### src/rtl/uart_send_frame_if.sv
// Frame-request / status / serial-line bundle for uart_send_frame.
// The master side requests frames; the slave side is the transmitter.
interface uart_send_frame_if #(
  parameter int NBYTES = 8
);
  logic                  start;
  logic [8*NBYTES-1:0]   din;
  logic                  busy;
  logic                  done;
  logic [4:0]            byte_idx;
  logic                  uart_txd;

  modport master (
    output start, din,
    input  busy, done, byte_idx, uart_txd
  );

  modport slave (
    input  start, din,
    output busy, done, byte_idx, uart_txd
  );
endinterface

### src/rtl/uart_send_frame.sv
// Multi-byte UART frame transmitter: 8N1 per byte, back-to-back bytes,
// optional modulo-256 checksum byte appended after the payload.
module uart_send_frame #(
  parameter int CLK_FREQ   = 100_000_000,
  parameter int UART_BPS   = 9600,
  parameter int NBYTES     = 8,
  parameter int MSB_FIRST  = 0,
  parameter int ADD_CHKSUM = 1
) (
  input  logic sys_clk,
  input  logic sys_rst_n,
  uart_send_frame_if.slave bus
);
  localparam int BPS_CNT = CLK_FREQ / UART_BPS;
  localparam int CW      = $clog2(BPS_CNT + 1);
  localparam logic [CW-1:0] BAUD_LAST = CW'(BPS_CNT - 1);
  localparam logic [4:0]    LAST_IDX  = 5'(NBYTES - 1 + ADD_CHKSUM);
  localparam logic [4:0]    NB5       = 5'(NBYTES);

  typedef enum logic [1:0] {IDLE, START_BIT, DATA_BITS, STOP_BIT} state_t;

  state_t              state_reg, state_next;
  logic [CW-1:0]       baud_reg, baud_next;
  logic [2:0]          bit_reg, bit_next;
  logic [4:0]          idx_reg, idx_next;
  logic [8*NBYTES-1:0] payload_reg, payload_next;
  logic [7:0]          chk_reg, chk_next;
  logic                txd_reg, txd_next;
  logic                done_reg, done_next;

  // Byte lanes in transmission order; the slot after the payload carries the checksum.
  logic [7:0] lane [0:NBYTES];
  logic [7:0] cur_byte;

  for (genvar gi = 0; gi < NBYTES; gi++) begin : g_lane
    if (MSB_FIRST != 0) begin : g_msb
      assign lane[gi] = payload_reg[8*(NBYTES-1-gi) +: 8];
    end else begin : g_lsb
      assign lane[gi] = payload_reg[8*gi +: 8];
    end
  end
  assign lane[NBYTES] = chk_reg;

  always_comb begin
    cur_byte = 8'h00;
    for (int i = 0; i <= NBYTES; i++) begin
      if (idx_reg == 5'(i)) cur_byte = lane[i];
    end
  end

  // txd_next is the level for the state being entered, so the line stays registered.
  always_comb begin
    state_next   = state_reg;
    baud_next    = baud_reg;
    bit_next     = bit_reg;
    idx_next     = idx_reg;
    payload_next = payload_reg;
    chk_next     = chk_reg;
    txd_next     = txd_reg;
    done_next    = 1'b0;
    case (state_reg)
      IDLE: begin
        txd_next = 1'b1;
        idx_next = 5'd0;
        if (bus.start) begin
          state_next   = START_BIT;
          payload_next = bus.din;
          chk_next     = 8'h00;
          baud_next    = '0;
          bit_next     = 3'd0;
          txd_next     = 1'b0;
        end
      end
      START_BIT: begin
        if (baud_reg == BAUD_LAST) begin
          baud_next  = '0;
          bit_next   = 3'd0;
          state_next = DATA_BITS;
          txd_next   = cur_byte[0];
        end else begin
          baud_next = baud_reg + 1'b1;
        end
      end
      DATA_BITS: begin
        if (baud_reg == BAUD_LAST) begin
          baud_next = '0;
          if (bit_reg == 3'd7) begin
            state_next = STOP_BIT;
            txd_next   = 1'b1;
          end else begin
            bit_next = bit_reg + 3'd1;
            txd_next = cur_byte[bit_reg + 3'd1];
          end
        end else begin
          baud_next = baud_reg + 1'b1;
        end
      end
      STOP_BIT: begin
        if (baud_reg == BAUD_LAST) begin
          baud_next = '0;
          if (idx_reg < NB5) chk_next = chk_reg + cur_byte;
          if (idx_reg == LAST_IDX) begin
            state_next = IDLE;
            done_next  = 1'b1;
            idx_next   = 5'd0;
            txd_next   = 1'b1;
          end else begin
            state_next = START_BIT;
            idx_next   = idx_reg + 5'd1;
            txd_next   = 1'b0;
          end
        end else begin
          baud_next = baud_reg + 1'b1;
        end
      end
      default: begin
        state_next = IDLE;
        txd_next   = 1'b1;
      end
    endcase
  end

  always_ff @(posedge sys_clk or negedge sys_rst_n) begin
    if (!sys_rst_n) begin
      state_reg   <= IDLE;
      baud_reg    <= '0;
      bit_reg     <= 3'd0;
      idx_reg     <= 5'd0;
      payload_reg <= '0;
      chk_reg     <= 8'h00;
      txd_reg     <= 1'b1;
      done_reg    <= 1'b0;
    end else begin
      state_reg   <= state_next;
      baud_reg    <= baud_next;
      bit_reg     <= bit_next;
      idx_reg     <= idx_next;
      payload_reg <= payload_next;
      chk_reg     <= chk_next;
      txd_reg     <= txd_next;
      done_reg    <= done_next;
    end
  end

  assign bus.busy     = (state_reg != IDLE);
  assign bus.done     = done_reg;
  assign bus.byte_idx = idx_reg;
  assign bus.uart_txd = txd_reg;
endmodule

### src/flat_wrapper.sv
// flat-port wrapper written by rule: the top's interface ports become plain ports
module uart_send_frame_flat 
#(
  parameter int CLK_FREQ   = 100_000_000,
  parameter int UART_BPS   = 9600,
  parameter int NBYTES     = 8,
  parameter int MSB_FIRST  = 0,
  parameter int ADD_CHKSUM = 1
)
  (sys_clk, sys_rst_n, bus_start, bus_din, bus_busy, bus_done, bus_byte_idx, bus_uart_txd);
  uart_send_frame_if #(.NBYTES(NBYTES)) bus_i ();
  input  logic sys_clk;
  input  logic sys_rst_n;
  input wire logic [$bits(bus_i.start)-1:0] bus_start;
  input wire logic [$bits(bus_i.din)-1:0] bus_din;
  output wire logic [$bits(bus_i.busy)-1:0] bus_busy;
  output wire logic [$bits(bus_i.done)-1:0] bus_done;
  output wire logic [$bits(bus_i.byte_idx)-1:0] bus_byte_idx;
  output wire logic [$bits(bus_i.uart_txd)-1:0] bus_uart_txd;
  assign bus_i.start = bus_start;
  assign bus_i.din = bus_din;
  assign bus_busy = bus_i.busy;
  assign bus_done = bus_i.done;
  assign bus_byte_idx = bus_i.byte_idx;
  assign bus_uart_txd = bus_i.uart_txd;
  uart_send_frame #(.CLK_FREQ(CLK_FREQ), .UART_BPS(UART_BPS), .NBYTES(NBYTES), .MSB_FIRST(MSB_FIRST), .ADD_CHKSUM(ADD_CHKSUM)) u_core (.sys_clk(sys_clk), .sys_rst_n(sys_rst_n), .bus(bus_i));
endmodule
### config.mk
export PLATFORM = sky130hd
export DESIGN_NAME = uart_send_frame_flat
export DESIGN_NICKNAME = d
export VERILOG_FILES = /design/src/rtl/uart_send_frame_if.sv /design/src/rtl/uart_send_frame.sv /design/src/flat_wrapper.sv
export SDC_FILE = /design/constraint.sdc
export NUM_CORES = 1
export LEC_CHECK = 0
export CAP_MARGIN = 15
export CORE_MARGIN = 2
export CORE_UTILIZATION = 45
export DETAILED_ROUTE_END_ITERATION = 10
export GPL_TIMING_DRIVEN = 0
export PLACE_DENSITY = 0.7
export SLEW_MARGIN = 40
export SYNTH_ARGS = -nofsm -noshare
export SYNTH_HDL_FRONTEND = slang
export SYNTH_SLANG_ARGS = --single-unit
### constraint.sdc
create_clock -name sys_clk -period 3.5 [get_ports sys_clk]
set_clock_uncertainty 0.15 [all_clocks]
set_input_delay 0.875 -clock sys_clk [delete_from_list [all_inputs] [get_ports sys_clk]]
set_output_delay 0.875 -clock sys_clk [all_outputs]
set_load 0.01 [all_outputs]
==> results of run 1 <==
## final timing paths
check,start,end,depth (start not counted)
min reg2reg,u_core.bit_reg[1],u_core.bit_reg[1],2
max in group asynchronous,sys_rst_n,u_core.bus.uart_txd,2
min,sys_rst_n,u_core.payload_reg[58],1
min in group sys_clk,u_core.bit_reg[1],u_core.bit_reg[1],2
max,u_core.bus.byte_idx[1],u_core.chk_reg[7],17
max reg2reg,u_core.bus.byte_idx[1],u_core.chk_reg[7],17
## area by class of cell
cell class | instances | area [um^2]
fillers | 912 | 4400
multi-input cells | 405 | 3150
flip-flops and latches | 98 | 2460
repair buffers | 122 | 1140
clock buffers | 11 | 233
plain buffers | 30 | 230
well taps | 147 | 184
inverters | 15 | 61.3
clock inverters | 4 | 52.6
## layer usage
layer	share of wire, %	global-route usage (%)
met1	42	31.1
met2	49	41.0
met3	5.7	4.98
met4	3.7	10.2
met5	0	0
## cells in the final DEF, fill, tap and decap left out, types with 11 or more instances in the layout
master           netlist  routed
a21oi_1               26      19
and3_1                13      11
buf_4                  0      46
clkbuf_1              27      16
clkbuf_16              0      11
clkdlybuf4s50_1        0      73
dfrtp_1               97      94
ha_1                  18      13
inv_1                 15      13
mux2_2                60      60
nand2_1               70      69
nor2_1                20      19
o21ai_0               54      40
o21ai_1                2      12
## worst max-delay path, cell delays in order, from the launching register on
cell,delay [ns]
dfrtp_2,0.46
ha_4,0.19
buf_6,0.16
nor3_4,0.06
a2111oi_4,0.37
buf_4,0.20
a21oi_2,0.05
o21ai_2,0.21
nor2_1,0.08
o21ai_1,0.17
ha_1,0.27
and3_4,0.20
a21oi_4,0.15
a31oi_4,0.14
and3_1,0.20
and3_4,0.19
nor4_4,0.26
nand2_1,0.07
## timing repair
item / 4_1_cts / 5_1_grt
endpoints found under the setup margin: 7 / 5
pin swaps: 18 / 26
resized for setup: 71 / 44
gates cloned: 0 / 1
buffers inserted: 30 / 16
## metrics by stage
step           utilization [%]  instance area, um^2
3_3_place_gp              53.7                 6400
4_1_cts                   60.6                 7220
2_1_floorplan                -                 5480
5_1_grt                   63.1                 7510
3_5_place_dp              54.0                 6430
6_report                  63.1                 7510
## cells by family (layout without fill, tap and decap cells)
group           Yosys count  in the layout  synth area share [%]
simple gates            170            170                  16.2
compound gates          145            145                  16.8
mux                      64             64                  13.1
buf+inv                  49            182                  3.50
flops                    98             98                  44.9
xor+xnor                  7              7                  1.12
fa+ha+maj                19             19                  4.49
## power groups by stage
| stage | Combinational (mW) | Clock [mW] | Sequential, mW |
|---|---|---|---|
| after floorplan | 0.000785 | 0 | 1.15 |
| after global placement | 0.0990 | 0 | 1.15 |
| after detailed placement | 0.105 | 0 | 1.15 |
| after CTS | 0.105 | 0.997 | 1.13 |
| after global routing | 0.112 | 1.04 | 1.13 |
| final | 0.103 | 0.982 | 1.13 |
==> impl_metrics.json, run 1 <==
{
  "status": "finished with violations",
  "failed_checks": "setup timing",
  "drtIter0Drc": 392,
  "synthArstFlopShare_pct": 100,
  "wl_per_cell_um": 18.8,
  "global_route.overflow_total": 0,
  "ys_types": 59,
  "seq_power_share_pct": 51.1,
  "clockBufferDepth": 2,
  "yosys.area.top_type": "dfrtp_1",
  "grt_max_degree": 60,
  "p_leak_nw": 3.37,
  "yosysMostFrequentCell": "dfrtp_1",
  "finalHoldViolCount": 0,
  "place_hpwl_um": 10600,
  "intPower_mw": 1.75,
  "required_ns": 3.58,
  "postSynthCellCount": 552,
  "drtPass1Iterations": 5,
  "syn_avg_cell_area_um2": 9.91,
  "drcViolationCount": 0,
  "instances_no_fill": 832,
  "nNetsFinal": 767,
  "max_freq_mhz": 271,
  "yosys_warnings": 0,
  "place_ws_ns": -0.850,
  "htreeDepth": 3,
  "yosys.area.top_type_share_pct": 44.4,
  "drive_gt1_share_pct": 28.6,
  "coreArea_mm2": 0.0119,
  "dieWidth_um": 114,
  "vias": 4890,
  "clkPwrFrac_pct": 44.3,
  "period_needed_ns": 3.69,
  "dieHeight_um": 114,
  "cts_root_buf": "clkbuf_16",
  "io_buffers": 74,
  "dieArea_mm2": 0.0130,
  "crit_type": "reg -> reg",
  "clkSlewWorstSetupHoldPaths_ns": 0.06,
  "ctsHoldBuffers": 0,
  "arrival_ns": 3.78,
  "synth_ff_type": "dfrtp_1",
  "grtUsageTotal_pct": 24.5,
  "cts_num_sinks": 98,
  "endpoint_kind": "flip-flop",
  "ir_drop_mv": 0.298,
  "switchingPower_mw": 0.463,
  "cp_max_fo": 10,
  "slew_headroom_pct": 55.6,
  "clock_latency_ns": 0.35,
  "setup_viol": 2,
  "synth_nets": 638,
  "routed_wirelength_um": 15700,
  "worstMarginPinSlew_ns": 0.664,
  "power_frac_comb_pct": 4.7,
  "finalSetupTns_ns": -0.316,
  "drv_cap": 0,
  "finalPower_mw": 2.22,
  "boundaryPins": 75,
  "place.gp.congestion": 0.928,
  "numCtsBuffers": 9,
  "antenna_found_initial": 0,
  "holdWs_ns": 0.241,
  "ys_ff_latch": 98,
  "worst_slack_ns": -0.195,
  "synthesis.area_mm2": 0.00547,
  "report.final.slew_viol_count": 0,
  "placed_cells": 774,
  "postRouteAntennaNets": 0,
  "synthTopCellsByArea": "dfrtp_1 (44%), mux2_2 (12%), o21ai_0 (4.9%)",
  "cts_tree": "yes",
  "diodes": 0,
  "power.density_mw_per_mm2": 295,
  "start_util_pct": 45.9,
  "rsz0062_at_grt": "true",
  "grt_pass1_vias": 4873,
  "start_kind": "flip-flop",
  "grt_pass1_wl_um": 24800,
  "synth_top_cells_by_count": "dfrtp_1 (97), nand2_1 (70), mux2_2 (60)",
  "swShare_pct": 20.9,
  "worst_hold_path_type": "in -> async",
  "syn2layout_area_growth_pct": 37.4,
  "fin_crit_sh_pct": 106,
  "r2r_slack_ns": -0.19,
  "synth_edf_count": 0,
  "avgViaCountPerCell": 5.88,
  "rows": 40,
  "yosysSeqAreaShare_pct": 44.9,
  "largest_reg_flops": 64
}
No activity file was read; power rests on OpenSTA's default activity.
==> inputs of run 2 (changes only) <==
--- a/config.mk
+++ b/config.mk
@@ -7,10 +7,10 @@
 export LEC_CHECK = 0
 export CAP_MARGIN = 15
 export CORE_MARGIN = 2
-export CORE_UTILIZATION = 45
+export CORE_UTILIZATION = 50
 export DETAILED_ROUTE_END_ITERATION = 10
 export GPL_TIMING_DRIVEN = 0
-export PLACE_DENSITY = 0.7
+export PLACE_DENSITY = 0.77
 export SLEW_MARGIN = 40
 export SYNTH_ARGS = -nofsm -noshare
 export SYNTH_HDL_FRONTEND = slang
==> impl_metrics.json, run 2 (same netlist as run 1, synthesis figures left out) <==
{
  "status": "finished with violations",
  "failed_checks": "setup timing",
  "clock_latency_ns": 0.38,
  "start_kind": "flip-flop",
  "arrival_ns": 3.81,
  "crit_type": "reg -> reg",
  "antenna_found_initial": 0,
  "cts_tree": "yes",
  "routed_wirelength_um": 15800,
  "finalHoldViolCount": 0,
  "dieArea_mm2": 0.0118,
  "fill_cells": 834,
  "place_ws_ns": -0.786,
  "wl_per_cell_um": 19.6,
  "cts_root_buf": "clkbuf_8",
  "p_leak_nw": 3.19,
  "io_buffers": 74,
  "rows": 38,
  "postRouteAntennaNets": 0,
  "finalSetupTns_ns": -0.374,
  "global_route.overflow_total": 0,
  "rr_worst_depth": 17,
  "drtPass1Iterations": 7,
  "dr_wl_met3_um": 1150,
  "nNetsFinal": 746,
  "fin_crit_sh_pct": 106,
  "boundaryPins": 75,
  "power.density_mw_per_mm2": 262,
  "report.final.slew_viol_count": 0,
  "htreeDepth": 3,
  "slew_headroom_pct": 37.4,
  "dieHeight_um": 109,
  "clkSlewWorstSetupHoldPaths_ns": 0.09,
  "syn2layout_area_growth_pct": 33.0,
  "rsz0062_at_grt": "true",
  "period_needed_ns": 3.70,
  "drtIter0Drc": 438,
  "cts_num_sinks": 98,
  "worst_hold_path_type": "in -> async",
  "drv_cap": 0,
  "multiInputGateArea_mm2": 0.00323,
  "start_util_pct": 50.9,
  "grt_pass1_wl_um": 24000,
  "avgViaCountPerCell": 6.12,
  "worstMarginPinSlew_ns": 0.939,
  "ir_drop_mv": 0.229,
  "mostFrequentLayoutCell": "dfrtp_1",
  "grt_pass1_vias": 4810,
  "grtUsageTotal_pct": 26.3,
  "place.gp.congestion": 0.948,
  "endpoint_kind": "flip-flop",
  "dieWidth_um": 109,
  "max_freq_mhz": 271,
  "required_ns": 3.62,
  "clockBufferDepth": 2,
  "grt_max_degree": 60,
  "vias": 4919,
  "place_hpwl_um": 10500,
  "largest_reg_flops": 64,
  "layout_common_cells": "dfrtp_1 (93), clkdlybuf4s50_1 (73), nand2_1 (68), mux2_2 (60), o21ai_0 (40)",
  "highest_layer": "met4",
  "drive_gt1_share_pct": 27.4,
  "numCtsBuffers": 9,
  "holdWs_ns": 0.211,
  "worst_slack_ns": -0.197,
  "m1WireLength_um": 6340,
  "met2_length_um": 7720,
  "seq_area_mm2": 0.00246,
  "coreArea_mm2": 0.0107,
  "setup_viol": 3,
  "drcViolationCount": 0,
  "cp_max_fo": 5,
  "diodes": 0
}
[run 2: changes by cell type in the layout (fill, tap and decap cells not counted), sizes merged]
cell / change
inv: -1
bufinv: -1
buf: -17
clkbuf: -2
[run 2: worst max-delay path, cell delays in order (launching register included)]
cell and delay [ns]:
dfrtp_2 0.42, buf_6 0.13, ha_4 0.14, or4b_4 0.52, buf_6 0.15, o221ai_4 0.17
o21ai_2 0.11, o21ai_2 0.22, nand2_2 0.12, ha_4 0.27, a21o_1 0.12, nand4_1 0.17
a31oi_4 0.28, buf_6 0.14, nor4_2 0.03, and3_1 0.20, nor4_2 0.16, nand2_1 0.08
[run 2: cell type report]
| type | count | area share (%) |
|---|---|---|
| Multi-Input combinational cell | 405 | 44.4 |
| Sequential cell | 98 | 33.8 |
| Clock buffer | 13 | 2.05 |
| Clock inverter | 2 | 0.189 |
| Timing Repair Buffer | 101 | 13.5 |
| Buffer | 30 | 2.80 |
| Inverter | 15 | 0.808 |
| Tap cell | 140 | 2.41 |
[run 2: repair_timing]
item	in CTS	in global routing
setup buffers	14	12
pin swaps	14	20
cloned	0	0
hold buffers	0	0
resized for setup	70	61
setup endpoints to repair	7	3
[run 2: routing by layer]
| metal | vias to the layer above | track usage, % |
|---|---|---|
| li1 | 2214 | - |
| met3 | 55 | 4.64 |
| met1 | 2388 | 33.6 |
| met4 | 0 | 13.6 |
| met2 | 262 | 42.6 |
| met5 | - | 0 |
[run 2: through the flow]
stage | utilization, % | cell area [um^2] | instances | power (mW)
after floorplan | - | 5480 | 552 | 1.15
after global placement | 59.5 | 6390 | 766 | 1.25
after detailed placement | 59.8 | 6420 | 767 | 1.26
after CTS | 64.5 | 6930 | 792 | 1.90
after global routing | 67.7 | 7270 | 804 | 1.96
final | 67.7 | 7270 | 804 | 1.90
[run 2: final timing paths]
check	from	to	slack (ns)
max	u_core.bus.byte_idx[0]	u_core.chk_reg[7]	-0.20
min	sys_rst_n	u_core.chk_reg[1]	0.21
max reg2reg	u_core.bus.byte_idx[0]	u_core.chk_reg[7]	-0.20
min reg2reg	u_core.baud_reg[13]	u_core.baud_reg[13]	0.34
max in group asynchronous	sys_rst_n	u_core.payload_reg[8]	2.41
min in group sys_clk	u_core.baud_reg[13]	u_core.baud_reg[13]	0.34
[run 2: where the power goes]
| part | internal [mW] | total (mW) | switching [mW] |
|---|---|---|---|
| clock network | 0.276 | 0.671 | 0.395 |
| registers | 1.13 | 1.13 | 0 |
| logic | 0.0683 | 0.102 | 0.0337 |
| total | 1.48 | 1.90 | 0.429 |
==> inputs of run 3 (changes only) <==
--- a/config.mk
+++ b/config.mk
@@ -5,7 +5,7 @@
 export SDC_FILE = /design/constraint.sdc
 export NUM_CORES = 1
 export LEC_CHECK = 0
-export CAP_MARGIN = 15
+export CAP_MARGIN = 20
 export CORE_MARGIN = 2
 export CORE_UTILIZATION = 50
 export DETAILED_ROUTE_END_ITERATION = 10
==> results of run 3 <==
No change in the layout: final DEF, timing and power equal those of run 2.
